[src/rtl/bus_split_pkg.sv]
// Shared types and defaults for the 1:2 memory request splitter (RAM / MMIO).
package bus_split_pkg;

   typedef enum logic [1:0] {
      IDLE  = 2'd0,
      ISSUE = 2'd1,
      WAIT  = 2'd2,
      ERR   = 2'd3
   } state_t;

   localparam logic [31:0] MMIO_BASE_DEF = 32'hFFFF_0000;
   localparam logic [31:0] MMIO_SIZE_DEF = 32'h0001_0000;

   localparam logic TARGET_A = 1'b0;
   localparam logic TARGET_B = 1'b1;

endpackage

[src/rtl/bus_addr_decode.sv]
// Combinational MMIO window compare and word-alignment check.
module bus_addr_decode
   import bus_split_pkg::*;
#(
   parameter logic [31:0] MMIO_BASE = MMIO_BASE_DEF,
   parameter logic [31:0] MMIO_SIZE = MMIO_SIZE_DEF
)(
   input  logic [31:0] addr,
   output logic        hit_b,
   output logic        misaligned
);

   // Subtraction is only meaningful once addr >= base, so no wrap is possible.
   assign hit_b      = (addr >= MMIO_BASE) && ((addr - MMIO_BASE) < MMIO_SIZE);
   assign misaligned = (addr[1:0] != 2'b00);

endmodule

[src/rtl/bus_split_1to2.sv]
// Routes one request stream to RAM (A) or MMIO (B); one outstanding transaction.
// Optional watchdog on ISSUE/WAIT enabled by defining BUS_SPLIT_TIMEOUT_EN.
//
// state | meaning
// IDLE  | ready for a new request
// ISSUE | selected target request valid, waiting for its ready
// WAIT  | waiting for the selected target response
// ERR   | error response pulse (misaligned or watchdog expiry)
module bus_split_1to2
   import bus_split_pkg::*;
#(
   parameter logic [31:0] MMIO_BASE      = MMIO_BASE_DEF,
   parameter logic [31:0] MMIO_SIZE      = MMIO_SIZE_DEF,
   parameter int          TIMEOUT_CYCLES = 255
)(
   input  logic        clk,
   input  logic        rst_n,
   input  logic        req_valid,
   output logic        req_ready,
   input  logic        req_write,
   input  logic [31:0] req_addr,
   input  logic [31:0] req_wdata,
   input  logic [3:0]  req_byte_en,
   output logic        rsp_valid,
   output logic [31:0] rsp_rdata,
   output logic        rsp_err,
   output logic        a_req_valid,
   input  logic        a_req_ready,
   output logic        a_req_write,
   output logic [31:0] a_req_addr,
   output logic [31:0] a_req_wdata,
   output logic [3:0]  a_req_byte_en,
   input  logic        a_rsp_valid,
   input  logic [31:0] a_rsp_rdata,
   output logic        b_req_valid,
   input  logic        b_req_ready,
   output logic        b_req_write,
   output logic [31:0] b_req_addr,
   output logic [31:0] b_req_wdata,
   output logic [3:0]  b_req_byte_en,
   input  logic        b_rsp_valid,
   input  logic [31:0] b_rsp_rdata
);

   state_t      state_q, state_d;
   logic        cap_write_q, cap_write_d;
   logic [31:0] cap_addr_q, cap_addr_d;
   logic [31:0] cap_wdata_q, cap_wdata_d;
   logic [3:0]  cap_be_q, cap_be_d;
   logic        sel_q, sel_d;

   logic        hit_b, misaligned;
   logic        accept, issue_done, rsp_seen, rsp_take, timeout;
   logic        a_valid_d, b_valid_d, rsp_valid_d, req_ready_d;
   logic [31:0] rsp_rdata_d;

   bus_addr_decode #(
      .MMIO_BASE (MMIO_BASE),
      .MMIO_SIZE (MMIO_SIZE)
   ) u_dec (
      .addr       (req_addr),
      .hit_b      (hit_b),
      .misaligned (misaligned)
   );

   assign accept     = (state_q == IDLE) && req_ready && req_valid;
   assign issue_done = (sel_q == TARGET_B) ? b_req_ready : a_req_ready;
   assign rsp_seen   = (sel_q == TARGET_B) ? b_rsp_valid : a_rsp_valid;
   assign rsp_take   = (state_q == WAIT) && rsp_seen;

`ifdef BUS_SPLIT_TIMEOUT_EN
   localparam int TMO_W = ($clog2(TIMEOUT_CYCLES + 1) > 8) ? $clog2(TIMEOUT_CYCLES + 1) : 8;
   logic [TMO_W-1:0] tmo_cnt_q;

   always_ff @(posedge clk or negedge rst_n) begin
      if (!rst_n) begin
         tmo_cnt_q <= '0;
      end else if (accept && !misaligned) begin
         tmo_cnt_q <= '0;
      end else if ((state_q == ISSUE) || (state_q == WAIT)) begin
         tmo_cnt_q <= tmo_cnt_q + TMO_W'(1);
      end
   end

   assign timeout = ((state_q == ISSUE) || (state_q == WAIT)) &&
                    (tmo_cnt_q >= TMO_W'(TIMEOUT_CYCLES - 1));
`else
   logic unused_timeout_cycles;
   assign unused_timeout_cycles = ^TIMEOUT_CYCLES;
   assign timeout = 1'b0;
`endif

   always_comb begin
      state_d     = state_q;
      cap_write_d = cap_write_q;
      cap_addr_d  = cap_addr_q;
      cap_wdata_d = cap_wdata_q;
      cap_be_d    = cap_be_q;
      sel_d       = sel_q;
      if (accept) begin
         cap_write_d = req_write;
         cap_addr_d  = req_addr;
         cap_wdata_d = req_wdata;
         cap_be_d    = req_byte_en;
         sel_d       = hit_b ? TARGET_B : TARGET_A;
      end
      case (state_q)
         IDLE:  if (accept) state_d = misaligned ? ERR : ISSUE;
         // A target that has already taken the request wins over the watchdog.
         ISSUE: if (issue_done) state_d = WAIT;
                else if (timeout) state_d = ERR;
         WAIT:  if (rsp_seen) state_d = IDLE;
                else if (timeout) state_d = ERR;
         ERR:   state_d = IDLE;
         default: state_d = IDLE;
      endcase
   end

   // Outputs are registered from the next state so they line up with it.
   always_comb begin
      a_valid_d   = (state_d == ISSUE) && (sel_d == TARGET_A);
      b_valid_d   = (state_d == ISSUE) && (sel_d == TARGET_B);
      rsp_valid_d = (state_d == ERR) || rsp_take;
      rsp_rdata_d = '0;
      if (rsp_take && !cap_write_q) begin
         rsp_rdata_d = (sel_q == TARGET_B) ? b_rsp_rdata : a_rsp_rdata;
      end
      req_ready_d = (state_d == IDLE) && !rsp_valid_d;
   end

   always_ff @(posedge clk or negedge rst_n) begin
      if (!rst_n) begin
         state_q       <= IDLE;
         cap_write_q   <= 1'b0;
         cap_addr_q    <= '0;
         cap_wdata_q   <= '0;
         cap_be_q      <= '0;
         sel_q         <= TARGET_A;
         req_ready     <= 1'b0;
         rsp_valid     <= 1'b0;
         rsp_rdata     <= '0;
         rsp_err       <= 1'b0;
         a_req_valid   <= 1'b0;
         a_req_write   <= 1'b0;
         a_req_addr    <= '0;
         a_req_wdata   <= '0;
         a_req_byte_en <= '0;
         b_req_valid   <= 1'b0;
         b_req_write   <= 1'b0;
         b_req_addr    <= '0;
         b_req_wdata   <= '0;
         b_req_byte_en <= '0;
      end else begin
         state_q       <= state_d;
         cap_write_q   <= cap_write_d;
         cap_addr_q    <= cap_addr_d;
         cap_wdata_q   <= cap_wdata_d;
         cap_be_q      <= cap_be_d;
         sel_q         <= sel_d;
         req_ready     <= req_ready_d;
         rsp_valid     <= rsp_valid_d;
         rsp_rdata     <= rsp_rdata_d;
         rsp_err       <= (state_d == ERR);
         a_req_valid   <= a_valid_d;
         a_req_write   <= a_valid_d & cap_write_d;
         a_req_addr    <= a_valid_d ? cap_addr_d  : '0;
         a_req_wdata   <= a_valid_d ? cap_wdata_d : '0;
         a_req_byte_en <= a_valid_d ? cap_be_d    : '0;
         b_req_valid   <= b_valid_d;
         b_req_write   <= b_valid_d & cap_write_d;
         b_req_addr    <= b_valid_d ? cap_addr_d  : '0;
         b_req_wdata   <= b_valid_d ? cap_wdata_d : '0;
         b_req_byte_en <= b_valid_d ? cap_be_d    : '0;
      end
   end

endmodule

[config.mk]
export PLATFORM = sky130hd
export DESIGN_NAME = bus_split_1to2
export DESIGN_NICKNAME = d
export VERILOG_FILES = /design/src/rtl/bus_split_pkg.sv /design/src/rtl/bus_addr_decode.sv /design/src/rtl/bus_split_1to2.sv
export SDC_FILE = /design/constraint.sdc
export NUM_CORES = 1
export LEC_CHECK = 0
export ABC_AREA = 1
export BUFFER_PORTS_ARGS = -buffer_cell sky130_fd_sc_hd__buf_2
export CAP_MARGIN = 10
export CORE_MARGIN = 1
export CORE_UTILIZATION = 49
export DETAILED_ROUTE_END_ITERATION = 6
export GPL_TIMING_DRIVEN = 0
export PLACE_DENSITY_LB_ADDON = 0.05
export SYNTH_ARGS = -nofsm -noshare
export SYNTH_HDL_FRONTEND = slang
export SYNTH_HIERARCHICAL = 1
export SYNTH_SLANG_ARGS = --single-unit
export TNS_END_PERCENT = 10
[constraint.sdc]
create_clock -name clk -period 1.9 [get_ports clk]
set_input_delay 0.095 -clock clk [delete_from_list [all_inputs] [get_ports clk]]
set_output_delay 0.095 -clock clk [all_outputs]
set_load 0.01 [all_outputs]
== Yosys cells after proc, flatten, opt, wreduce, memory -nomap -nowiden ==
Cells that the tools add are included.
Storage, ports and cells
  flip-flop bits (word level): 247
  output and inout port bits: 175
  logic and storage cells: 66
Operators by class
  add/sub/neg operators: 1
  order comparisons: 2
  eq/ne operators: 5
  multiplexer cells: 21
  bitwise operators: 3
  reduce and logical (&&, ||, !) cells: 14
Operators by type and width (count)
  2-to-1 mux 32 bit: 8
  >= comparator 32 bit, second input constant: 1
  < comparator 32 x 17 -> 1 bit, second input constant: 1
  subtractor 32 bit, second input constant: 1
  2-to-1 mux 4 bit: 3
  logical AND 1 bit: 8
  2-to-1 mux 2 bit: 4
  case mux 2 bit (4 select lines): 1
  equality test 2 bit, second input constant: 3
  2-to-1 mux 1 bit: 5
  equality test 2 x 1 -> 1 bit, second input constant: 2
  logical NOT 2 bit: 2
  AND 1 bit: 2
  logical NOT 1 bit: 2
  nonzero test 2 bit: 1
  logical OR 1 bit: 1
  NOT 1 bit: 1

== Longest topological paths before layout ==
Gate-level depths: netlist (run 1).
  word-level depth: 9
  mapped depth: 10
  mapped depth without buffers: 9

== Cells and area by module ==
The synthesis (run 1) kept the hierarchy.
Modules (own cells, without submodules)
  bus_split_1to2: times used 1, cells each 834, area each 8803.4 um2
  bus_addr_decode: times used 1, cells each 16, area each 62.6 um2

== Least setup slack after synthesis (run 1) ==
No wires, ideal clock.
  path type: register to register
  start: register req_ready
  end: register b_req_wdata[5]
  setup time: 0.127 ns
  arrival: 1.280 ns
  required time: 1.773 ns
  setup slack: 0.493 ns
  cell stages (with the launch flop): 8
  buffers on the path: 2
  period minus slack after synthesis: 1.407 ns
  cells stage by stage: dfrtp_1 > inv_1 > nor2_2 > nand2_4 > buf_2 > buf_2 > o21ai_1 > nor2_1
Between the ends
  cells in the longest elaborated chain, start to end: 7
RTL lines
  from (decl): line bus_split_1to2.sv:19  | output logic req_ready,
  from (signal assigned): line bus_split_1to2.sv:160  | req_ready <= req_ready_d;
  logical AND 1 bit * (2 in series): line bus_split_1to2.sv:66  | assign accept = (state_q == IDLE) && req_ready && req_valid;
  2-to-1 mux 2 bit: line bus_split_1to2.sv:108  | IDLE: if (accept) state_d = misaligned ? ERR : ISSUE;
  case mux 2 bit (4 select lines): line bus_split_1to2.sv:107  | case (state_q)
  equality test 2 x 1 -> 1 bit: line bus_split_1to2.sv:122  | b_valid_d = (state_d == ISSUE) && (sel_d == TARGET_B);
  logical AND 1 bit: line bus_split_1to2.sv:122
  2-to-1 mux 32 bit *: line bus_split_1to2.sv:172  | b_req_wdata <= b_valid_d ? cap_wdata_d : '0;
  to (signal assigned): line bus_split_1to2.sv:172
  to (decl): line bus_split_1to2.sv:39  | output logic [31:0] b_req_wdata,
Every way passes the cells marked *; elsewhere a longest branch is shown, timed or not.

== Worst setup path in the final report (run 1) ==
  start: register sel_q
  end: register rsp_rdata[31]
Between the ends
  cells in the longest elaborated chain, start to end: 4
RTL lines
  from (decl): line bus_split_1to2.sv:50  | logic sel_q, sel_d;
  from (signal assigned): line bus_split_1to2.sv:159  | sel_q <= sel_d;
  2-to-1 mux 1 bit: line bus_split_1to2.sv:68  | assign rsp_seen = (sel_q == TARGET_B) ? b_rsp_valid : a_rsp_valid;
  logical AND 1 bit: line bus_split_1to2.sv:69  | assign rsp_take = (state_q == WAIT) && rsp_seen;
  logical AND 1 bit: line bus_split_1to2.sv:125  | if (rsp_take && !cap_write_q) begin
  2-to-1 mux 32 bit *: line bus_split_1to2.sv:125
  via rsp_rdata_d[31]: line bus_split_1to2.sv:55  | logic [31:0] rsp_rdata_d;
  to (signal assigned): line bus_split_1to2.sv:162  | rsp_rdata <= rsp_rdata_d;
  to (decl): line bus_split_1to2.sv:25  | output logic [31:0] rsp_rdata,
The timed path passes the listed nets; every way through them passes the cells marked *.

==> results of run 1 <==
==> stage by stage <==
stage	hold slack, ps	power, mW	instances
after global routing	32.3	18.2	1574
after floorplan	-201	9.94	850
after CTS	6.07	17.2	1572
after global placement	339	11.6	1389
final	16.6	17.1	1574
after detailed placement	244	11.7	1390
==> per-layer routing <==
| layer | wire length (um) | vias to the layer above | share of wire [%] | global-route usage [%] |
|---|---|---|---|---|
| met5 | 0 | - | 0 | 0 |
| met4 | 933 | 0 | 3.9 | 9.75 |
| met3 | 1940 | 67 | 8.0 | 6.93 |
| met2 | 11900 | 292 | 49 | 44.2 |
| met1 | 9400 | 3439 | 39 | 32.5 |
| li1 | - | 3480 | - | - |
==> worst min-delay path, stage by stage <==
cell and delay, ps:
buf_2 70, nand2_1 60, nand2_1 80, nand2_2 50
nor3b_1 130
==> timing repair <==
| action | 4_1_cts | 5_1_grt |
|---|---|---|
| hold endpoints to repair | 364 | 0 |
| gates resized for setup | 0 | 1 |
| hold buffers | 137 | 0 |
| setup endpoints to repair | 0 | 2 |
==> how the worst min path moves through the flow <==
stage / start / endpoint / slack [ps] / depth (start not counted)
floorplan: rst_n / a_req_addr[0] / -200 / 0
finish: b_req_ready / req_ready / 20 / 5
detailed placement: rst_n / b_req_wdata[0] / 240 / 1
global placement: a_rsp_rdata[13] / rsp_rdata[13] / 340 / 3
CTS: b_req_ready / req_ready / 6 / 5
global route: b_req_ready / req_ready / 30 / 5
==> kinds of logic after synthesis <==
| logic type | Yosys count | share of synthesized area, % |
|---|---|---|
| AO/OA/AOI/OAI | 102 | 6.05 |
| buffers and inverters | 188 | 9.48 |
| flip-flops | 247 | 69.7 |
| AND/OR/NAND/NOR | 313 | 14.7 |
==> cell type report <==
type	instances	share of cell area [%]
diodes	2	0.0384
plain buffers	39	2.14
clock buffers	37	6.16
clock inverters	8	0.739
inverters	149	4.31
multi-input cells	415	14.2
flip-flops and latches	247	47.4
well taps	225	2.16
repair buffers	452	22.9
==> cells in the final DEF (no fill, tap or decap), drive strengths merged <==
cell type	n
buf	346
dfrtp	247
nand2	155
inv	150
nor2	149
dlygate4sd3	137
o21ai	70
clkbuf	45
a21oi	32
nand3	6
clkinv	4
diode	2
bufinv	2
and2	1
nor3b	1
clkinvlp	1
or2	1
==> synth_stat cells (all sizes together) <==
cell / number
a21oi: 32
or2: 1
o21ai: 70
buf: 31
clkbuf: 8
nand2: 155
nor2: 149
and2: 1
nand3: 6
nor3b: 1
dfrtp: 247
inv: 149
==> state kept, by name (all words and copies together), names as in the netlist, 2 cells and up <==
| name | flops |
|---|---|
| b_req_byte_en | 4 |
| state_q | 2 |
| cap_be_q | 4 |
| cap_wdata_q | 32 |
| a_req_byte_en | 4 |
| b_req_wdata | 32 |
| rsp_rdata | 32 |
| a_req_wdata | 32 |
| cap_addr_q | 32 |
| b_req_addr | 32 |
| a_req_addr | 32 |
==> power breakdown <==
| part | total, mW | switching (mW) | internal [mW] | leakage, nW |
|---|---|---|---|---|
| sequential | 7.02 | 0.370 | 6.65 | 3.19 |
| combinational | 4.85 | 3.08 | 1.76 | 3.97 |
| clock | 5.21 | 2.01 | 3.19 | 0.447 |
==> impl_metrics.json, run 1 <==
{
  "outcome": "finished clean",
  "rr_endpoint": "rsp_rdata[31]",
  "antenna_found_initial": 2,
  "clk_path_buf_depth": 3,
  "grt_pass1_vias": 7598,
  "drive_gt1_share_pct": 32.2,
  "power_leakage_nw": 7.61,
  "avgSynthCellArea_sq_um": 10.4,
  "start_util_pct": 50.7,
  "tns_ps": 0,
  "grt_max_degree": 126,
  "die_x_um": 137,
  "reg2reg_depth": 8,
  "syn_area_sq_um": 8870,
  "stdcell_area_sq_um": 13000,
  "grt_pass1_wl_mm": 37.6,
  "cp-end-kind": "flop",
  "drc": 0,
  "final-setup-viol-count": 0,
  "syn2layout_area_growth_pct": 47.1,
  "rrSetupSlack_ps": 160,
  "rows": 48,
  "viasPerCell": 4.62,
  "place_ws_ps": 229,
  "cpLargestDelayFamily": "buffers and inverters",
  "cts_tree": "done",
  "fin_crit_sh_pct": 91.3,
  "dp_hpwl_mm": 14.6,
  "ir_worst_vdd_v": 0.000967,
  "final_max_slew_viol_count": 0,
  "synth_cell_type_count": 23,
  "critical_path_required_ps": 2360,
  "dr.first_iter.drc_count": 293,
  "io_buffers": 314,
  "cts_setup_buffers": 0,
  "critPathLaunchType": "flop",
  "clk_pin_slew_ps": 60,
  "ys_seq_area_share_pct": 69.7,
  "clk_latency_ps": 520,
  "place.gp.congestion": 0.786,
  "die-area_sq_um": 18600,
  "core_region_area_sq_um": 17500,
  "multiInputGateArea_sq_um": 1850,
  "cts_root_buf": "clkbuf_16",
  "slew_headroom_pct": 38.5,
  "startpoint": "sel_q",
  "clock-sinks": 247,
  "critPathMaxFanout": 9,
  "path_class": "flop to flop",
  "timing.final.ws_setup_ps": 165,
  "track_usage_pct": 26.3,
  "fmax_ghz": 0.576,
  "wl_mm": 24.1,
  "firstDrtPassIters": 4,
  "io_pins": 315,
  "maxCapViolations": 0,
  "vias": 7278,
  "power.density_nw_per_um2": 1310,
  "fin_worst_skew_ps": 10.8,
  "drtAntennaViolNets": 0,
  "crit_path_cell_trace": "buf_6, inv_4, nand2_1, and2_1, inv_1, nand3_2, a21oi_1, dlygate4sd3_1",
  "htree_levels": 1,
  "max_stage_delay_ps": 550,
  "dpl-instance-area_sq_um": 10800,
  "ys_ff_latch": 247,
  "hold_viol_final": 0,
  "regArea_sq_um": 6180,
  "cp_data_arrival_time_ps": 2190,
  "crit_cells": 8,
  "synth_nets": 990,
  "grt-ovfl-total": 0,
  "finalCoreUtilization_pct": 74.6,
  "synth_top_area_share_pct": 69.7,
  "fill_cells": 1242,
  "nNetsFinal": 1470,
  "hp-class": "input port to flop",
  "synthTopCellsByArea": "dfrtp_1 (70%), nand2_1 (6.3%), inv_1 (6.1%)",
  "cts-buffers-inserted": 26,
  "chipHeight_um": 137,
  "endpoint": "rsp_rdata[31]",
  "wl_per_cell_um": 15.3,
  "cp.buffers_inverters": 4,
  "synth_top_area_cell": "dfrtp_1",
  "worst_slew_pin_slew_ps": 923,
  "rsz0062_at_grt": "false",
  "timing.rr.start": "sel_q",
  "ys_warn_count": 6,
  "finalCriticalPeriod_ps": 1740,
  "syn_inst": 850,
  "slowest_stage": "dlygate4sd3_1"
}
Note: power is estimated with default switching activity, not from simulation.
==> run 2, diff against run 1 <==
ABC_AREA = 0   (was 1)
CORE_UTILIZATION = 50   (was 49)
SETUP_SLACK_MARGIN = 0.5   (was default)
==> impl_metrics.json, run 2 <==
{
  "cp.buffers_inverters": 3,
  "start_util_pct": 51.2,
  "yosysMostFrequentCell": "dfrtp_1",
  "clk_pin_slew_ps": 60,
  "grt_pass1_wl_mm": 44.3,
  "final_common_cell": "buf_2",
  "synthTopCellsByArea": "dfrtp_1 (62%), mux2_2 (7.9%), nor2_1 (6.4%)",
  "htree_levels": 1,
  "cp_data_arrival_time_ps": 2280,
  "synth_nets": 961,
  "fin_worst_skew_ps": 12.3,
  "syn2layout_area_growth_pct": 45.7,
  "viasPerCell": 5.12,
  "max_stage_delay_ps": 410,
  "place_ws_ps": -193,
  "timing.rr.start": "state_q[1]",
  "drc": 0,
  "fill_cells": 1369,
  "drive_gt1_share_pct": 38.2,
  "drtAntennaViolNets": 0,
  "multiInputGateArea_sq_um": 3650,
  "nNetsFinal": 1449,
  "critPathMostFrequentCell": "buf_4",
  "p_int_mw": 11.7,
  "timing.final.ws_setup_ps": 10.1,
  "critPathLaunchType": "flop",
  "top_layer": "met4",
  "worst_slew_pin_slew_ps": 722,
  "io_pins": 315,
  "slowest_stage": "dfrtp_1",
  "power.clock.fraction_pct": 31.1,
  "crit_path_cell_trace": "nor4bb_1, buf_4, mux2i_4, buf_4, clkbuf_4, nor2_1",
  "cp-end-kind": "flop",
  "fmax_ghz": 0.529,
  "clock-sinks": 247,
  "ys_ff_latch": 247,
  "critPathMaxFanout": 10,
  "wl_mm": 28.7,
  "wl_met2_mm": 14.3,
  "power_leakage_nw": 7.51,
  "maxCapViolations": 0,
  "finalCriticalPeriod_ps": 1890,
  "cts-buffers-inserted": 26,
  "hold_viol_final": 0,
  "io_buffers": 314,
  "cts_tree": "done",
  "power.density_nw_per_um2": 1120,
  "chipHeight_um": 143,
  "synth_cell_type_count": 26,
  "track_usage_pct": 27.9,
  "ys.flop_type": "dfrtp_1",
  "hp-class": "input port to flop",
  "rrSetupSlack_ps": 10,
  "final_max_slew_viol_count": 0,
  "grt_pass1_vias": 8418,
  "wl_met1_mm": 11.5,
  "synth_top_area_cell": "dfrtp_1",
  "grt_max_degree": 108,
  "synthArstFlopShare_pct": 100,
  "core_region_area_sq_um": 19500,
  "yosys-top-cells-count": "dfrtp_1 (247), nor2_1 (170), mux2_2 (70), nor2b_1 (70)",
  "outcome": "finished clean",
  "power_switching_mw": 4.65,
  "switching_share_pct": 28.4,
  "dpl-instance-area_sq_um": 12000,
  "ys_seq_area_share_pct": 61.8,
  "min_from": "req_addr[17]",
  "synth_top_area_share_pct": 61.8,
  "firstDrtPassIters": 4,
  "path_class": "flop to flop",
  "synth_edf_count": 0,
  "finalCoreUtilization_pct": 74.6,
  "final-setup-viol-count": 0,
  "min_delay_path_depth": 4,
  "stdcell_area_sq_um": 14600,
  "syn_area_sq_um": 10000,
  "avgSynthCellArea_sq_um": 12.2,
  "syn_inst": 821,
  "clk_latency_ps": 520,
  "ys_warn_count": 6,
  "cpLargestDelayFamily": "buffers and inverters",
  "rows": 51,
  "wl_per_cell_um": 18.0,
  "vias": 8158,
  "rsz0062_at_grt": "true",
  "die-area_sq_um": 20600,
  "die_x_um": 143,
  "grt-ovfl-total": 0,
  "reg2reg_depth": 6,
  "dr.first_iter.drc_count": 390,
  "regArea_sq_um": 6180,
  "dp_hpwl_mm": 17.5,
  "place.gp.congestion": 0.770,
  "p_comb_share_pct": 27.1,
  "clk_path_buf_depth": 3,
  "antenna_found_initial": 1,
  "ir_worst_vdd_v": 0.000903,
  "min_to": "b_req_addr[17]",
  "slew_headroom_pct": 51.9,
  "final_cell_mix": "buf_2 (324), dfrtp_1 (247), nor2_1 (148)",
  "rr_endpoint": "b_req_wdata[11]",
  "seq_power_share_pct": 41.8,
  "cts_root_buf": "clkbuf_16",
  "fin_crit_sh_pct": 99.5,
  "wl_met3_mm": 1.80,
  "critical_path_required_ps": 2290
}
run 2: cell count changes after synthesis, sizes merged, moves of 5 or more:
cell	before	now
a21oi	32	3
a22oi	0	69
and3b	0	69
clkbuf	8	34
inv	149	3
mux2	0	70
mux2i	0	34
nand2	155	4
nand3	6	1
nor2	149	170
nor2b	0	70
o21ai	70	0
run 2: how the worst max path moves through the flow:
stage               start  depth (start not counted)  slack, ps               to
5_1_grt        state_q[1]                          6        -70   b_req_wdata[4]
2_1_floorplan  state_q[0]                          6        350    a_req_addr[0]
3_5_place_dp   state_q[0]                          6       -190  a_req_wdata[23]
4_1_cts        state_q[0]                          6         50   b_req_addr[24]
3_3_place_gp        rst_n                          1      -3610    rsp_rdata[27]
6_report       state_q[1]                          6         10  b_req_wdata[11]
run 2: layout make-up:
class	count	share of cell area (%)
Timing Repair Buffer	460	21.1
Inverter	3	0.0944
Multi-Input combinational cell	504	25.0
Buffer	67	3.11
Sequential cell	247	42.4
Antenna cell	3	0.0515
Tap cell	265	2.27
Clock buffer	40	5.38
Clock inverter	5	0.541
run 2: power groups by stage:
stage               clock, mW  combinational (mW)  sequential [mW]
floorplan                   0                2.52             7.02
global placement            0                3.96             6.87
detailed placement          0                4.04             6.91
CTS                      5.16                4.29             6.83
global route             5.42                4.85             6.98
finish                   5.09                4.44             6.84
run 2: worst reg2reg max path: stages, from the launching register on:
cell and delay [ps]:
dfrtp_1 410, nor4bb_1 320, buf_4 230, mux2i_4 350, buf_4 190, clkbuf_4 200
nor2_1 70
run 2: logic make-up (layout without fill, tap and decap cells):
family,after synthesis,count (layout),share of synthesized area [%]
other,0,3,0
buffers and inverters,70,575,3.30
AO/OA/AOI/OAI,75,75,5.57
AND/OR/NAND/NOR,325,325,17.8
multiplexers,104,104,11.5
flip-flops,247,247,61.8
run 2: routing by layer:
metal  GRT usage (%)  up-vias
met5               0        -
li1                -     3751
met3            7.10       89
met2            45.8      283
met1            35.0     4035
met4            11.9        0
run 2: what timing repair did:
| action | in CTS | in global routing |
|---|---|---|
| endpoints found under the setup margin | 246 | 246 |
| hold buffers | 138 | 0 |
| gates cloned | 0 | 0 |
| setup buffers | 3 | 3 |
| gates resized for setup | 12 | 81 |
| pin swaps | 0 | 15 |
| endpoints found under the hold margin | 321 | 0 |
run 2: through the flow:
stage | instances | hold WS [ps] | TNS [ps] | total power, mW
floorplan | 821 | -201 | 0 | 9.54
global placement | 1400 | 338 | -909030 | 10.8
detailed placement | 1402 | 50.8 | -16240 | 11.0
CTS | 1588 | 1.58 | 0 | 16.3
global route | 1592 | 39.9 | -2900 | 17.2
finish | 1594 | 28.6 | 0 | 16.4
